File: config.mk
export PLATFORM = sky130hd
export DESIGN_NAME = coeff_token_ctrl
export DESIGN_NICKNAME = d
export VERILOG_FILES = /design/src/rtl/coeff_token_ctrl.sv
export SDC_FILE = /design/constraint.sdc
export NUM_CORES = 1
export LEC_CHECK = 0
export BUFFER_PORTS_ARGS = -buffer_cell sky130_fd_sc_hd__buf_2
export CORE_MARGIN = 2
export CORE_UTILIZATION = 50
export DETAILED_ROUTE_END_ITERATION = 10
export HOLD_SLACK_MARGIN = 0.15
export PLACE_DENSITY_LB_ADDON = 0.2
export SLEW_MARGIN = 30
export SYNTH_ARGS = -nofsm -noshare
export SYNTH_HDL_FRONTEND = slang
export SYNTH_SLANG_ARGS = --single-unit
export TNS_END_PERCENT = 50
File: constraint.sdc
create_clock -name Clk -period 4.9 [get_ports Clk]
set_input_delay 0.245 -clock Clk [delete_from_list [all_inputs] [get_ports Clk]]
set_output_delay 0.245 -clock Clk [all_outputs]
set_load 0.05 [all_outputs]
File: src/rtl/coeff_token_ctrl.sv
// coeff_token_ctrl: coeff_token decode sequencer (leading-zero count, shared LUT bank lookup, result handshake).
// Optional COEFF_TOKEN_FLC_EN: table-3 requests use the 6-bit fixed-length code path instead of the LUT.
module coeff_token_ctrl (
  input  logic        Clk,
  input  logic        nReset,
  input  logic        Start,
  output logic        Ready,
  input  logic [4:0]  nC,
  input  logic        ChromaDC,
  input  logic [15:0] BitWindow,
  output logic [2:0]  LutSel,
  output logic [3:0]  LutPrefix,
  output logic [2:0]  LutSuffix,
  input  logic        LutHit,
  input  logic [4:0]  LutTotalCoeff,
  input  logic [1:0]  LutTrailingOnes,
  input  logic [1:0]  LutSufLen,
  output logic [4:0]  TotalCoeff,
  output logic [1:0]  TrailingOnes,
  output logic [4:0]  BitsUsed,
  output logic        Error,
  output logic        Valid,
  input  logic        Ack
);
  typedef enum logic [1:0] {IDLE, COUNT, LOOKUP, DONE} state_t;
  state_t      state;
  logic [15:0] win;
  logic [3:0]  z;
  logic [2:0]  sel;
  logic [2:0]  tbl;
  assign tbl = ChromaDC ? 3'd4 : nC < 5'd2 ? 3'd0 : nC < 5'd4 ? 3'd1 : nC < 5'd8 ? 3'd2 : 3'd3;
`ifdef COEFF_TOKEN_FLC_EN
  logic [5:0] code;
  logic [4:0] flc_tc;
  logic [1:0] flc_t1;
  logic       flc_err;
  assign code    = win[15:10];
  assign flc_tc  = code == 6'b000011 ? 5'd0 : {1'b0, code[5:2]} + 5'd1;
  assign flc_t1  = code == 6'b000011 ? 2'd0 : code[1:0];
  assign flc_err = {3'b000, flc_t1} > flc_tc;
`endif
  // win shifts left while counting, so win[15] is always the bit under test
  always_ff @(posedge Clk or negedge nReset) begin
    if (!nReset) begin
      state        <= IDLE;
      Ready        <= 1'b1;
      Valid        <= 1'b0;
      win          <= '0;
      z            <= '0;
      sel          <= '0;
      LutSel       <= '0;
      LutPrefix    <= '0;
      LutSuffix    <= '0;
      TotalCoeff   <= '0;
      TrailingOnes <= '0;
      BitsUsed     <= '0;
      Error        <= 1'b0;
    end else begin
      case (state)
        IDLE: if (Start) begin
          state <= COUNT;
          Ready <= 1'b0;
          win   <= BitWindow;
          sel   <= tbl;
          z     <= '0;
        end
        COUNT:
`ifdef COEFF_TOKEN_FLC_EN
          if (sel == 3'd3) begin
            state        <= DONE;
            Valid        <= 1'b1;
            Error        <= flc_err;
            TotalCoeff   <= flc_err ? 5'd0 : flc_tc;
            TrailingOnes <= flc_err ? 2'd0 : flc_t1;
            BitsUsed     <= flc_err ? 5'd0 : 5'd6;
          end else
`endif
          if (win[15]) begin
            state     <= LOOKUP;
            LutSel    <= sel;
            LutPrefix <= z;
            LutSuffix <= win[14:12];
          end else if (z == 4'd15) begin
            state        <= DONE;
            Valid        <= 1'b1;
            Error        <= 1'b1;
            TotalCoeff   <= '0;
            TrailingOnes <= '0;
            BitsUsed     <= '0;
          end else begin
            win <= {win[14:0], 1'b0};
            z   <= z + 4'd1;
          end
        LOOKUP: begin
          state        <= DONE;
          Valid        <= 1'b1;
          LutSel       <= '0;
          LutPrefix    <= '0;
          LutSuffix    <= '0;
          Error        <= !LutHit;
          TotalCoeff   <= LutHit ? LutTotalCoeff : 5'd0;
          TrailingOnes <= LutHit ? LutTrailingOnes : 2'd0;
          BitsUsed     <= LutHit ? {1'b0, z} + 5'd1 + {3'b000, LutSufLen} : 5'd0;
        end
        DONE: if (Ack) begin
          state <= IDLE;
          Valid <= 1'b0;
          Ready <= 1'b1;
        end
        default: state <= IDLE;
      endcase
    end
  end
endmodule

After elaboration in Yosys (flattened, before gate mapping):

Index checks and enable logic that the tools add are counted.

* add/sub/neg operators: 3
* order comparisons: 3
* reductions and logical operators: 14
* multiplexer cells: 41
* eq/ne operators: 11

Operators with widths (number)
* 2-to-1 mux 16 bit: 3
* one-hot mux 16 bit (2 select lines): 1
* 2-to-1 mux 5 bit: 4
* one-hot mux 5 bit (2 select lines): 2
* 2-to-1 mux 2 bit: 9
* 2-to-1 mux 4 bit: 4
* one-hot mux 4 bit (2 select lines): 2
* inequality test 2 bit, second input constant: 6
* one-hot mux 3 bit (2 select lines): 2
* 2-to-1 mux 3 bit: 3
* AND reduction 3 bit: 3
* one-hot mux 2 bit (4 select lines): 1
* AND reduction 4 bit: 2
* 2-to-1 mux 1 bit: 6
* AND reduction 2 bit: 3
* nonzero test 2 bit: 3
* adder 4 x 1 -> 5 bit, second input constant: 1
* adder 5 x 2 -> 5 bit: 1
* less-than comparator 5 x 2 -> 1 bit, second input constant: 1
* less-than comparator 5 x 3 -> 1 bit, second input constant: 1
* less-than comparator 5 x 4 -> 1 bit, second input constant: 1
* adder 4 x 1 -> 4 bit, second input constant: 1
* equality test 2 bit, second input constant: 2
* equality test 4 bit, second input constant: 1
* 8 further kinds: 9

* word-level logic and storage cells: 86
* flip-flop bits (word level): 50
* input bits: 36

Depth between registers and ports, before layout:

Gate-level depths: netlist of the first run.

* word-level depth: 5
* depth in mapped cells: 9
* mapped depth without buffers: 6

Worst setup path before layout of the first run:

No wires, ideal clock.

* path kind: flip-flop to flip-flop
* start: register state[0]
* end: register win[10]
* stages on the path, launching flop included: 10
* setup time: 0.124 ns
* arrival: 1.604 ns
* buffers on the path: 3
* slack: 3.172 ns
* required time: 4.776 ns
* clock period less this slack: 1.728 ns
* cells stage by stage: dfrtp_1 -> inv_1 -> ha_1 -> buf_2 -> nand2b_1 -> and3_4 -> buf_6 -> buf_6 -> a22oi_1 -> nand2_1

* longest elaborated chain between the ends: 3

RTL lines
* start: declaration: RTL line 26 `state_t state;`
* start signal: assignment: RTL line 45 `state <= IDLE;`
* start signal: assignment: RTL line 61 `state <= COUNT;`
* start signal: assignment: RTL line 79 `state <= LOOKUP;`
* equality test 2 x 1 -> 1 bit / zero test 2 bit (equally long branches): RTL line 59 `case (state)`
* inequality test 2 bit (no line) / nonzero test 2 bit (equally long branches)
* AND reduction 4 bit (no line)
* end signal: assignment: RTL line 63 `win <= BitWindow;`
* end signal: assignment: RTL line 91 `win <= {win[14:0], 1'b0};`
* end: declaration: RTL line 27 `logic [15:0] win;`

Several ways; a longest one is shown, not always the timed one.
A chain may end at the register's enable or synchronous reset.

Final worst setup path of the first run:

* start: register state[1]
* end: register BitsUsed[3]

* longest elaborated chain between the ends: 3

RTL lines
* equality test 2 x 1 -> 1 bit / equality test 2 bit (equally long branches): RTL line 59
* inequality test 2 bit (no line) / nonzero test 2 bit (equally long branches)
* AND reduction 3 bit (no line)
* end signal: assignment: RTL line 103 `BitsUsed <= LutHit ? {1'b0, z} + 5'd1 + {3'b000, LutSufLen} : 5'd0;`
* end: declaration: RTL line 20 `output logic [4:0] BitsUsed,`

Several ways; a longest one is shown, not always the timed one.

==> results of run 1 <==
[layout make-up]
class,count,share of cell area [%]
inverter,11,1.45
timing repair buffer,63,11.7
clock buffer,6,2.90
sequential,50,44.0
clock inverter,1,1.05
multi-input combinational,168,36.5
tap,54,2.37
[flip-flops by register name, indices dropped and copies added (netlist names)]
signal and cells:
win 16, BitsUsed 5, TotalCoeff 5, LutPrefix 4, z 4, LutSel 3
LutSuffix 3, sel 3, TrailingOnes 2, state 2, Error 1, Ready 1
Valid 1
[report_power, final]
group / internal, mW / leakage [nW] / switching, mW
clock network: 0.163 / 0.0573 / 0.131
logic: 0.250 / 0.724 / 0.592
registers: 0.571 / 0.645 / 0.105
[timing repair]
item / in CTS / in global routing
hold buffers: 3 / 0
endpoints found under the hold margin: 51 / 0
endpoints found under the setup margin: 0 / 0
[synthesized netlist by cell type, types with 2 or more instances]
library cell,count
mux2_2,3
and2_1,2
and3_1,2
buf_2,7
nor2b_1,2
buf_6,2
a21oi_1,5
nand2_1,62
xor2_1,2
nor2_1,5
nor3_1,2
dfrtp_1,49
o21ai_0,20
clkbuf_1,4
a22oi_1,22
a22o_1,2
o31ai_1,7
nand2b_1,4
mux2i_1,3
inv_1,11
ha_1,7
[tightest hold or removal path, stage by stage]
cell and delay, ns:
buf_2 0.08, a22oi_2 0.05, nand2_1 0.05
[per-layer routing]
layer  global-route usage [%]  part of all wire (%)  up-vias
li1                         -                     -      956
met1                     27.2                    48      924
met2                     31.8                    46       52
met3                     4.39                   5.5        7
met4                     6.46                   1.4        0
met5                        0                     0        -
[cell families (layout without fill, tap and decap cells)]
| family | after synthesis | in the layout |
|---|---|---|
| XOR/XNOR | 3 | 3 |
| buffers and inverters | 25 | 81 |
| multiplexers | 6 | 6 |
| adder cells (fa/ha/maj) | 8 | 8 |
| AO/OA/AOI/OAI | 65 | 65 |
| AND/OR/NAND/NOR | 86 | 86 |
| flip-flops | 50 | 50 |
[how the worst max path moves through the flow]
stage,end,cells after the start
global placement,z[0],5
CTS,BitsUsed[3],6
detailed placement,z[0],5
global route,BitsUsed[3],6
floorplan,win[10],9
finish,BitsUsed[3],6
[stage by stage]
stage          utilization, %  worst slack, ns  instance area (um^2)
2_1_floorplan               -             3.17                  2410
3_3_place_gp             57.6             2.62                  2700
3_5_place_dp             57.6             2.64                  2700
4_1_cts                  60.7             2.62                  2850
5_1_grt                  60.7             2.40                  2850
6_report                 60.7             2.62                  2850
==> qor.csv, run 1 <==
metric,value,unit
cp_slowest_cell,o21ai_2,
drv_slew,0,
firstDrtPassIters,4,
outcome,"finished, final reports clean",
dr_total_vias,1939,
rows,25,
post_cts_buffers,0,
nFillCells,408,
r2r_end,BitsUsed[3],
dieArea,0.00539,mm^2
reg2reg_depth,6,
start_util,51.4,%
ff_latch_area,0.00125,mm^2
yosys_most_used_dff,dfrtp_1,
finalNonFillerCells,353,
worstSkewPairLatency,0.30,ns
drive_gt1_share,25.4,%
place_congestion,0.782,
nNetsFinal,343,
core,0.00469,mm^2
critPathTopFamily,compound AO/OA/AOI/OAI gates,
first_global_vias,1852,
final_common_cell,nand2_1,
total_power,1.81,mW
clkTransAtPathRegs,0.08,ns
crit_fanout,25,
cp-startpoint,state[1],
dp_cells,343,
grt_pass1_wl,8290,um
ys_types,41,
min_to,win[13],
yosys.area.top_type,dfrtp_1,
syn_inst,243,
cts_resized,0,
cp_common_cell,inv_1,
n_antenna_cell,0,
area_delta_synth_final,18.1,%
cp-start-kind,flop,
powerDensity,636,mW/mm^2
cp_cell_sequence,"inv_1, ha_1, inv_1, o21ai_2, nor2_1, a22o_1",
die_h,73.4,um
layout_common_cells,"nand2_1, buf_2, dfrtp_1",
wl_per_cell,13.8,um
min_period,2.28,ns
dp_hpwl,3300,um
synth-simple-area-share,16.2,%
worstSetupPathType,flop to flop,
cts_buffers,5,
hold_ws,0.154,ns
synth_compound_area_share,18.7,%
antenna_found_initial,0,
synthAdderAreaFrac,4.47,%
drv_cap,0,
finalHoldViolations,0,
ys_seq_area_share,52.0,%
ys_warn_count,0,
p_leak,1.43,nW
timing.fmax,439,MHz
overflow,0,
grt_max_degree,51,
path_buf_inv,2,
worst_pin_slew,0.848,ns
cts_max_level,2,
totalNegativeSetupSlack,0,ns
drt_iter0_drc,67,
rrSetupSlack,2.62,ns
grtUsageTotal,19.9,%
post-route-period-util,46.5,%
io_pins,61,
critPathMaxStageDelay,0.76,ns
hp-start,BitWindow[13],
drtAntennaViolNets,0,
synth_nets,287,
worstSetupEndpointType,flop,
clockBufferDepth,2,
cts.sinks,50,
synth.area.mux_share,2.65,%
synth-seq-cells,50,
synth_top_family_by_area,compound AO/OA/AOI/OAI gates,
root_buffer,clkbuf_8,
whs_path_depth,3,
die_x,73.4,um
ir_drop,0.354,mV
maxSlewHeadroom,43.5,%
cts_tree,yes,
syn_avg_cell_area,9.92,um^2
finalClockSkew,0.00717,ns
yosys.area.top_type_share,50.9,%
syn_area,0.00241,mm^2
cp_data_required_time,5.09,ns
multiInputGateArea,0.00104,mm^2
synth-xor-area-share,1.09,%
setup_viol,0,
rsz0062_at_grt,false,
hold_class,primary input to flop,
synthArstFlopShare,100,%
synth-edff-count,0,
io_buffers,59,
drc,0,
synth.area.top_cells,"dfrtp_1, nand2_1, a22oi_1",
vias_per_cell,5.49,
timing.critical_path.arrival,2.47,ns
drt_wl_total,4890,um
r2r-start,state[1],
Note: power is estimated with default switching activity, not from simulation.
==> run 2, diff against run 1 <==
- ABC_AREA: not set -> 1
- CORE_UTILIZATION: 50 -> 48
- clock period: 4.9 -> 2 ns (I/O delays scaled with it)
==> run 2 against run 1 <==
  * Non-clock buffer count is 32 higher
  * Register-to-register slack worse by 2.5 ns
  * Clock power is 110% higher
  * Fmax is 21% higher
  * Flip-flop and latch count stayed put
  * Die area is 8.2% higher
  * Final cell count is 33% higher
  * Clock skew is 0.0026 ns lower
  * Clock-buffer cell count is 1 higher
  * Area after synthesis is 4.3% higher
  * Global-route usage is 0.76 points higher
  * Critical endpoint is now sel[1]
==> qor.csv, run 2 <==
metric,value,unit,change
r2r-start,state[0],,was state[1]
place_congestion,0.843,,was 0.782
root_buffer,clkbuf_8,,unchanged
clockBufferDepth,2,,unchanged
outcome,"finished, final reports clean",,unchanged
synth-simple-area-share,28.2,%,was 16.2%
totalNegativeSetupSlack,0,ns,unchanged
drive_gt1_share,20.9,%,was 25.4%
synth_compound_area_share,7.81,%,was 18.7%
worstSetupEndpointType,flop,,unchanged
yosys_most_used_dff,dfrtp_1,,unchanged
clkTransAtPathRegs,0.09,ns,was 0.08 ns
critPathMaxStageDelay,0.58,ns,was 0.76 ns
drv_cap,0,,unchanged
nNetsFinal,444,,was 343
io_buffers,59,,unchanged
top_register,win,,unchanged
yosys.area.top_type_share,48.8,%,was 50.9%
crit_fanout,4,,was 25
wl_per_cell,12.1,um,was 13.8 um
largest_register_ffs,16,,unchanged
hold_class,primary input to flop,,unchanged
fin_area,0.00327,mm^2,was 0.00285 mm^2
antenna_found_initial,0,,unchanged
cp-start-kind,flop,,unchanged
first_global_vias,2168,,was 1852
synthArstFlopShare,100,%,unchanged
grtUsageTotal,20.7,%,was 19.9%
firstDrtPassIters,4,,unchanged
min_period,1.89,ns,was 2.28 ns
hold_ws,0.168,ns,was 0.154 ns
finalNonFillerCells,471,,was 353
postLayoutSetupSlackWorst,0.115,ns,was 2.62 ns
rrSetupSlack,0.11,ns,was 2.62 ns
ys_seq_area_share,49.8,%,was 52.0%
io_pins,61,,unchanged
synth-xor-area-share,0.697,%,was 1.09%
cts_buffers,5,,unchanged
die_x,76.4,um,was 73.4 um
synth_top_family_by_area,simple AND/OR/NAND/NOR gates,,was compound AO/OA/AOI/OAI gates
grt_pass1_wl,9830,um,was 8290 um
timing.fmax,530,MHz,was 439 MHz
crit_path_end,sel[1],,was BitsUsed[3]
drc,0,,unchanged
yosysMostFrequentCell,nand2_1,,unchanged
ir_drop,0.845,mV,was 0.354 mV
cp_cell_sequence,"inv_1, ha_4, nand2_1, or2_2, o22ai_1, dlygate4sd3_1",,"was inv_1, ha_1, inv_1, o21ai_2, nor2_1, a22o_1"
timing.critical_path.arrival,2.13,ns,was 2.47 ns
synth-edff-count,0,,unchanged
maxSlewHeadroom,66.0,%,was 43.5%
syn_area,0.00251,mm^2,was 0.00241 mm^2
cts.sinks,50,,unchanged
syn_avg_cell_area,8.08,um^2,was 9.92 um^2
worstSkewPairLatency,0.31,ns,was 0.30 ns
reg2reg_depth,6,,unchanged
dieArea,0.00583,mm^2,was 0.00539 mm^2
cp_slowest_cell,dlygate4sd3_1,,was o21ai_2
syn_inst,311,,was 243
finalHoldViolations,0,,unchanged
total_power,5.07,mW,was 1.81 mW
post-route-period-util,94.3,%,was 46.5%
die_h,76.4,um,was 73.4 um
reg_top3,"win x16, BitsUsed x5, TotalCoeff x5",,unchanged
setup_viol,0,,unchanged
ys_types,28,,was 41
layout_common_cells,"nand2_1, buf_2, dfrtp_1",,unchanged
synth_common_cells,"nand2_1, dfrtp_1, inv_1, o21ai_0, nand4_1",,"was nand2_1, dfrtp_1, a22oi_1, o21ai_0, inv_1"
core,0.00507,mm^2,was 0.00469 mm^2
dpl_cell_area,0.00287,mm^2,was 0.00270 mm^2
worst_pin_slew,0.510,ns,was 0.848 ns
synth-seq-cells,50,,unchanged
synthAdderAreaFrac,4.28,%,was 4.47%
path_buf_inv,2,,unchanged
synth.area.mux_share,0.398,%,was 2.65%
drt_wl_total,5720,um,was 4890 um
rsz0062_at_grt,false,,unchanged
dp_slack,0.317,ns,was 2.64 ns
drv_slew,0,,unchanged
powerDensity,1550,mW/mm^2,was 636 mW/mm^2
cp.depth,6,,unchanged
cts_max_level,2,,unchanged
r2r_end,sel[1],,was BitsUsed[3]
n_antenna_cell,0,,unchanged
vias_per_cell,4.84,,was 5.49
area_delta_synth_final,30.2,%,was 18.1%
yosys.area.top_type,dfrtp_1,,unchanged
grt_max_degree,51,,unchanged
final_common_cell,nand2_1,,unchanged
dp_hpwl,3620,um,was 3300 um
synth.area.top_cells,"dfrtp_1, nand2_1, inv_1",,"was dfrtp_1, nand2_1, a22oi_1"
cp_data_required_time,2.25,ns,was 5.09 ns
cts_tree,yes,,unchanged
rows,26,,was 25
dp_cells,433,,was 343
ys_warn_count,0,,unchanged
finalClockSkew,0.00455,ns,was 0.00717 ns
critPathTopFamily,buffers and inverters,,was compound AO/OA/AOI/OAI gates
worstSetupPathType,flop to flop,,unchanged
p_leak,1.76,nW,was 1.43 nW
start_util,49.5,%,was 51.4%
synth_nets,355,,was 287
cp-startpoint,state[0],,was state[1]
overflow,0,,unchanged
fin_util,64.5,%,was 60.7%
drt_iter0_drc,92,,was 67
drtAntennaViolNets,0,,unchanged
dr_total_vias,2280,,was 1939
run 2: changes by cell type after synthesis, moves of 3 or more:
cell and change:
nand2_1 +60, mux2_2 -3, o22ai_1 +8, a21oi_1 -4, buf_4 +3, nand3_1 +11
or2_2 +3, o31ai_1 -7, nand4_1 +17, inv_1 +24, nand2b_1 -4, a22oi_1 -22
run 2: final cells by class:
| cell class | count | area, um^2 |
|---|---|---|
| tap | 70 | 87.6 |
| timing repair buffer | 95 | 651 |
| inverter | 37 | 139 |
| clock buffer | 7 | 86.3 |
| fill | 446 | 1800 |
| sequential | 50 | 1250 |
| multi-input combinational | 211 | 1050 |
| clock inverter | 1 | 5.00 |
run 2: how the worst min path moves through the flow:
stage / cells after the start / from / endpoint / slack, ns
floorplan: 0 / nReset / BitsUsed[0] / -0.20
global placement: 2 / nReset / TotalCoeff[3] / 0.11
detailed placement: 2 / nReset / TotalCoeff[0] / 0.11
CTS: 4 / LutSufLen[0] / BitsUsed[0] / 0.16
global route: 4 / LutSufLen[0] / BitsUsed[0] / 0.20
finish: 4 / LutSufLen[0] / BitsUsed[0] / 0.17
run 2: worst reg2reg max path, delay by kind of cell (launching register included):
| kind | cells | cell delay, ns |
|---|---|---|
| buffers and inverters | 2 | 0.71 |
| and+or+nand+nor | 2 | 0.39 |
| AOI/OAI and AO/OA | 1 | 0.16 |
| adders and majority gates | 1 | 0.17 |
| DFF | 1 | 0.41 |
run 2: cell families (layout without fill, tap and decap cells):
logic type / after synthesis / after routing
AO/OA/AOI/OAI: 36 / 36
AND/OR/NAND/NOR: 164 / 164
XOR/XNOR: 2 / 2
buffers and inverters: 50 / 140
adder cells (fa/ha/maj): 8 / 8
multiplexers: 1 / 1
flip-flops: 50 / 50
run 2: per-layer routing:
layer,up-vias,wire length (um),global-route usage (%)
met5,-,0,0
met1,1056,2640,26.7
met3,6,249,4.27
met4,0,57,5.64
li1,1167,-,-
met2,51,2770,35.5
run 2: power by group:
group	total (mW)	internal [mW]	switching [mW]
clock network	0.609	0.280	0.330
logic	2.77	0.833	1.94
registers	1.69	1.44	0.254
run 2: what timing repair did:
action,4_1_cts,5_1_grt
buffers inserted,0,1
hold buffers,29,0
endpoints found under the hold margin,75,0
endpoints found under the setup margin,0,2
resized for setup,0,3
==> run 3, diff against run 2 <==
- CELL_PAD_IN_SITES_DETAIL_PLACEMENT: not set -> 1
- CELL_PAD_IN_SITES_GLOBAL_PLACEMENT: not set -> 2
- CORE_UTILIZATION: 48 -> 27
==> run 3 against run 2 <==
  * Register-to-register slack improved by 0.02 ns
  * Largest power group unchanged
  * Critical path depth is the same
  * Hold slack improved by 0.020 ns
  * Via count fell by 0.31%
  * Clock-buffer cell count shrank 2
  * Cell area grew 1.8%
  * Total power increased by 0.83%
  * Global-route usage shrank 6.2 points
  * Flip-flop and latch count unchanged
  * Clock power fell by 4.3%
  * Die area is 73% higher
==> qor.csv, run 3 (synthesis results as in run 2) <==
metric,value,unit,change
outcome,"finished, final reports clean",,unchanged
io_buffers,59,,unchanged
finalNonFillerCells,514,,was 471
vias_per_cell,4.42,,was 4.84
cts_max_level,2,,unchanged
dr_total_vias,2273,,was 2280
multiInputGateArea,0.00104,mm^2,was 0.00105 mm^2
hold_class,primary input to flop,,unchanged
ff_latch_area,0.00125,mm^2,about the same
cts.sinks,50,,unchanged
clockBufferDepth,2,,unchanged
min_period,1.93,ns,was 1.89 ns
r2r-start,state[1],,was state[0]
power_frac_comb,55.6,%,was 54.6%
fin_util,36.4,%,was 64.5%
firstDrtPassIters,4,,unchanged
core,0.00915,mm^2,was 0.00507 mm^2
finalClockSkew,0.00540,ns,was 0.00455 ns
area_delta_synth_final,32.6,%,was 30.2%
place_congestion,0.711,,was 0.843
finalHoldViolations,0,,unchanged
drc,0,,unchanged
dp_cells,477,,was 433
crit_fanout,1,,was 4
drtAntennaViolNets,0,,unchanged
start_util,27.5,%,was 49.5%
nFillCells,1104,,was 446
clkTransAtPathRegs,0.09,ns,about the same
whs_path_depth,4,,unchanged
dpl_cell_area,0.00295,mm^2,was 0.00287 mm^2
r2r_end,sel[0],,was sel[1]
drv_slew,0,,unchanged
drv_cap,0,,unchanged
layout_common_cells,"nand2_1, buf_2, dfrtp_1",,unchanged
largest_register_ffs,16,,unchanged
drt_iter0_drc,51,,was 92
rows,35,,was 26
drt_wl_total,6800,um,was 5720 um
root_buffer,clkbuf_8,,unchanged
reg_top3,"win x16, BitsUsed x5, TotalCoeff x5",,unchanged
dp_slack,0.237,ns,was 0.317 ns
overflow,0,,unchanged
die_h,100,um,was 76.4 um
dieArea,0.0101,mm^2,was 0.00583 mm^2
rrSetupSlack,0.13,ns,was 0.11 ns
cp-start-kind,primary input,,was flop
min_to,BitsUsed[0],,unchanged
io_pins,61,,unchanged
cts_buffers,5,,unchanged
total_power,5.12,mW,was 5.07 mW
drive_gt1_share,21.8,%,was 20.9%
wl_per_cell,13.2,um,was 12.1 um
grt_max_degree,51,,unchanged
nNetsFinal,447,,was 444
grtUsageTotal,14.5,%,was 20.7%
final_common_cell,nand2_1,,unchanged
fin_area,0.00333,mm^2,was 0.00327 mm^2
powerDensity,1530,mW/mm^2,was 1550 mW/mm^2
maxSlewHeadroom,63.4,%,was 66.0%
grt_pass1_wl,11700,um,was 9830 um
postLayoutSetupSlackWorst,0.0724,ns,was 0.115 ns
dp_hpwl,4660,um,was 3620 um
hp-start,LutSufLen[0],,unchanged
timing.fmax,519,MHz,was 530 MHz
setup_viol,0,,unchanged
ir_drop,0.431,mV,was 0.845 mV
post-route-period-util,96.4,%,was 94.3%
cp_data_required_time,2.19,ns,was 2.25 ns
switching_share,50.7,%,was 49.7%
power.switching,2.59,mW,was 2.52 mW
n_antenna_cell,0,,unchanged
reg2reg_depth,6,,unchanged
worstSetupPathType,primary input to flop,,was flop to flop
totalNegativeSetupSlack,0,ns,unchanged
worstSkewPairLatency,0.30,ns,was 0.31 ns
worstSetupEndpointType,flop,,unchanged
hold_ws,0.188,ns,was 0.168 ns
cts_tree,yes,,unchanged
antenna_found_initial,0,,unchanged
top_register,win,,unchanged
rsz0062_at_grt,false,,unchanged
die_x,100,um,was 76.4 um
first_global_vias,2409,,was 2168
timing.critical_path.arrival,2.11,ns,was 2.13 ns
p_clk_share,11.4,%,was 12.0%
seq_power_share,33.0,%,was 33.4%
worst_pin_slew,0.548,ns,was 0.510 ns
p_leak,1.76,nW,about the same
p_int,2.52,mW,was 2.55 mW
[run 3: cell count changes in the layout (fill, tap and decap cells not counted)]
cell and delta:
clkbuf_1 -1, ha_2 +1, clkinvlp_4 +2, inv_2 -1
clkbuf_8 -1, ha_4 -1, inv_1 +1, nand2_2 +1
dfrtp_1 -1, buf_4 +3, clkinv_2 -1, dfrtp_2 +1
nand2_1 -1
[run 3: layout make-up]
type	instances	area share, %
Clock buffer	5	2.06
Clock inverter	2	0.450
Inverter	37	4.17
Multi-Input combinational cell	211	31.3
Sequential cell	50	37.6
Tap cell	111	4.17
Timing Repair Buffer	98	20.2
[run 3: how the worst max path moves through the flow]
| stage | start | end | depth (start not counted) |
|---|---|---|---|
| after floorplan | z[0] | BitsUsed[4] | 5 |
| after global placement | state[1] | win[1] | 9 |
| after detailed placement | state[1] | win[1] | 9 |
| after CTS | state[1] | sel[1] | 6 |
| after global routing | state[1] | sel[1] | 6 |
| final | nC[1] | sel[0] | 6 |
[run 3: worst max-delay path: stages]
cell and delay (ns):
dlygate4sd3_1 0.53, buf_2 0.12, a21oi_1 0.17, dlygate4sd3_1 0.58
o22ai_1 0.06, dlygate4sd3_1 0.55
[run 3: power groups by stage]
| stage | combinational [mW] | clock [mW] | sequential [mW] |
|---|---|---|---|
| 3_3_place_gp | 2.75 | 0 | 1.70 |
| 5_1_grt | 3.21 | 0.668 | 1.75 |
| 6_report | 2.84 | 0.583 | 1.69 |
| 4_1_cts | 2.87 | 0.620 | 1.69 |
| 3_5_place_dp | 2.78 | 0 | 1.71 |
| 2_1_floorplan | 1.41 | 0 | 2.35 |
[run 3: layer usage]
layer	vias to the layer above	global-route usage (%)	share of wire, %
met2	53	24.7	47
met1	1044	19.1	49
met5	-	0	0
met3	2	2.64	3.7
li1	1174	-	-
met4	0	3.79	0.65
[run 3: timing repair]
action	4_1_cts	5_1_grt
buffers inserted	0	1
hold buffers	29	0
endpoints found under the hold margin	75	0
gates resized for setup	0	3
setup endpoints to repair	0	4
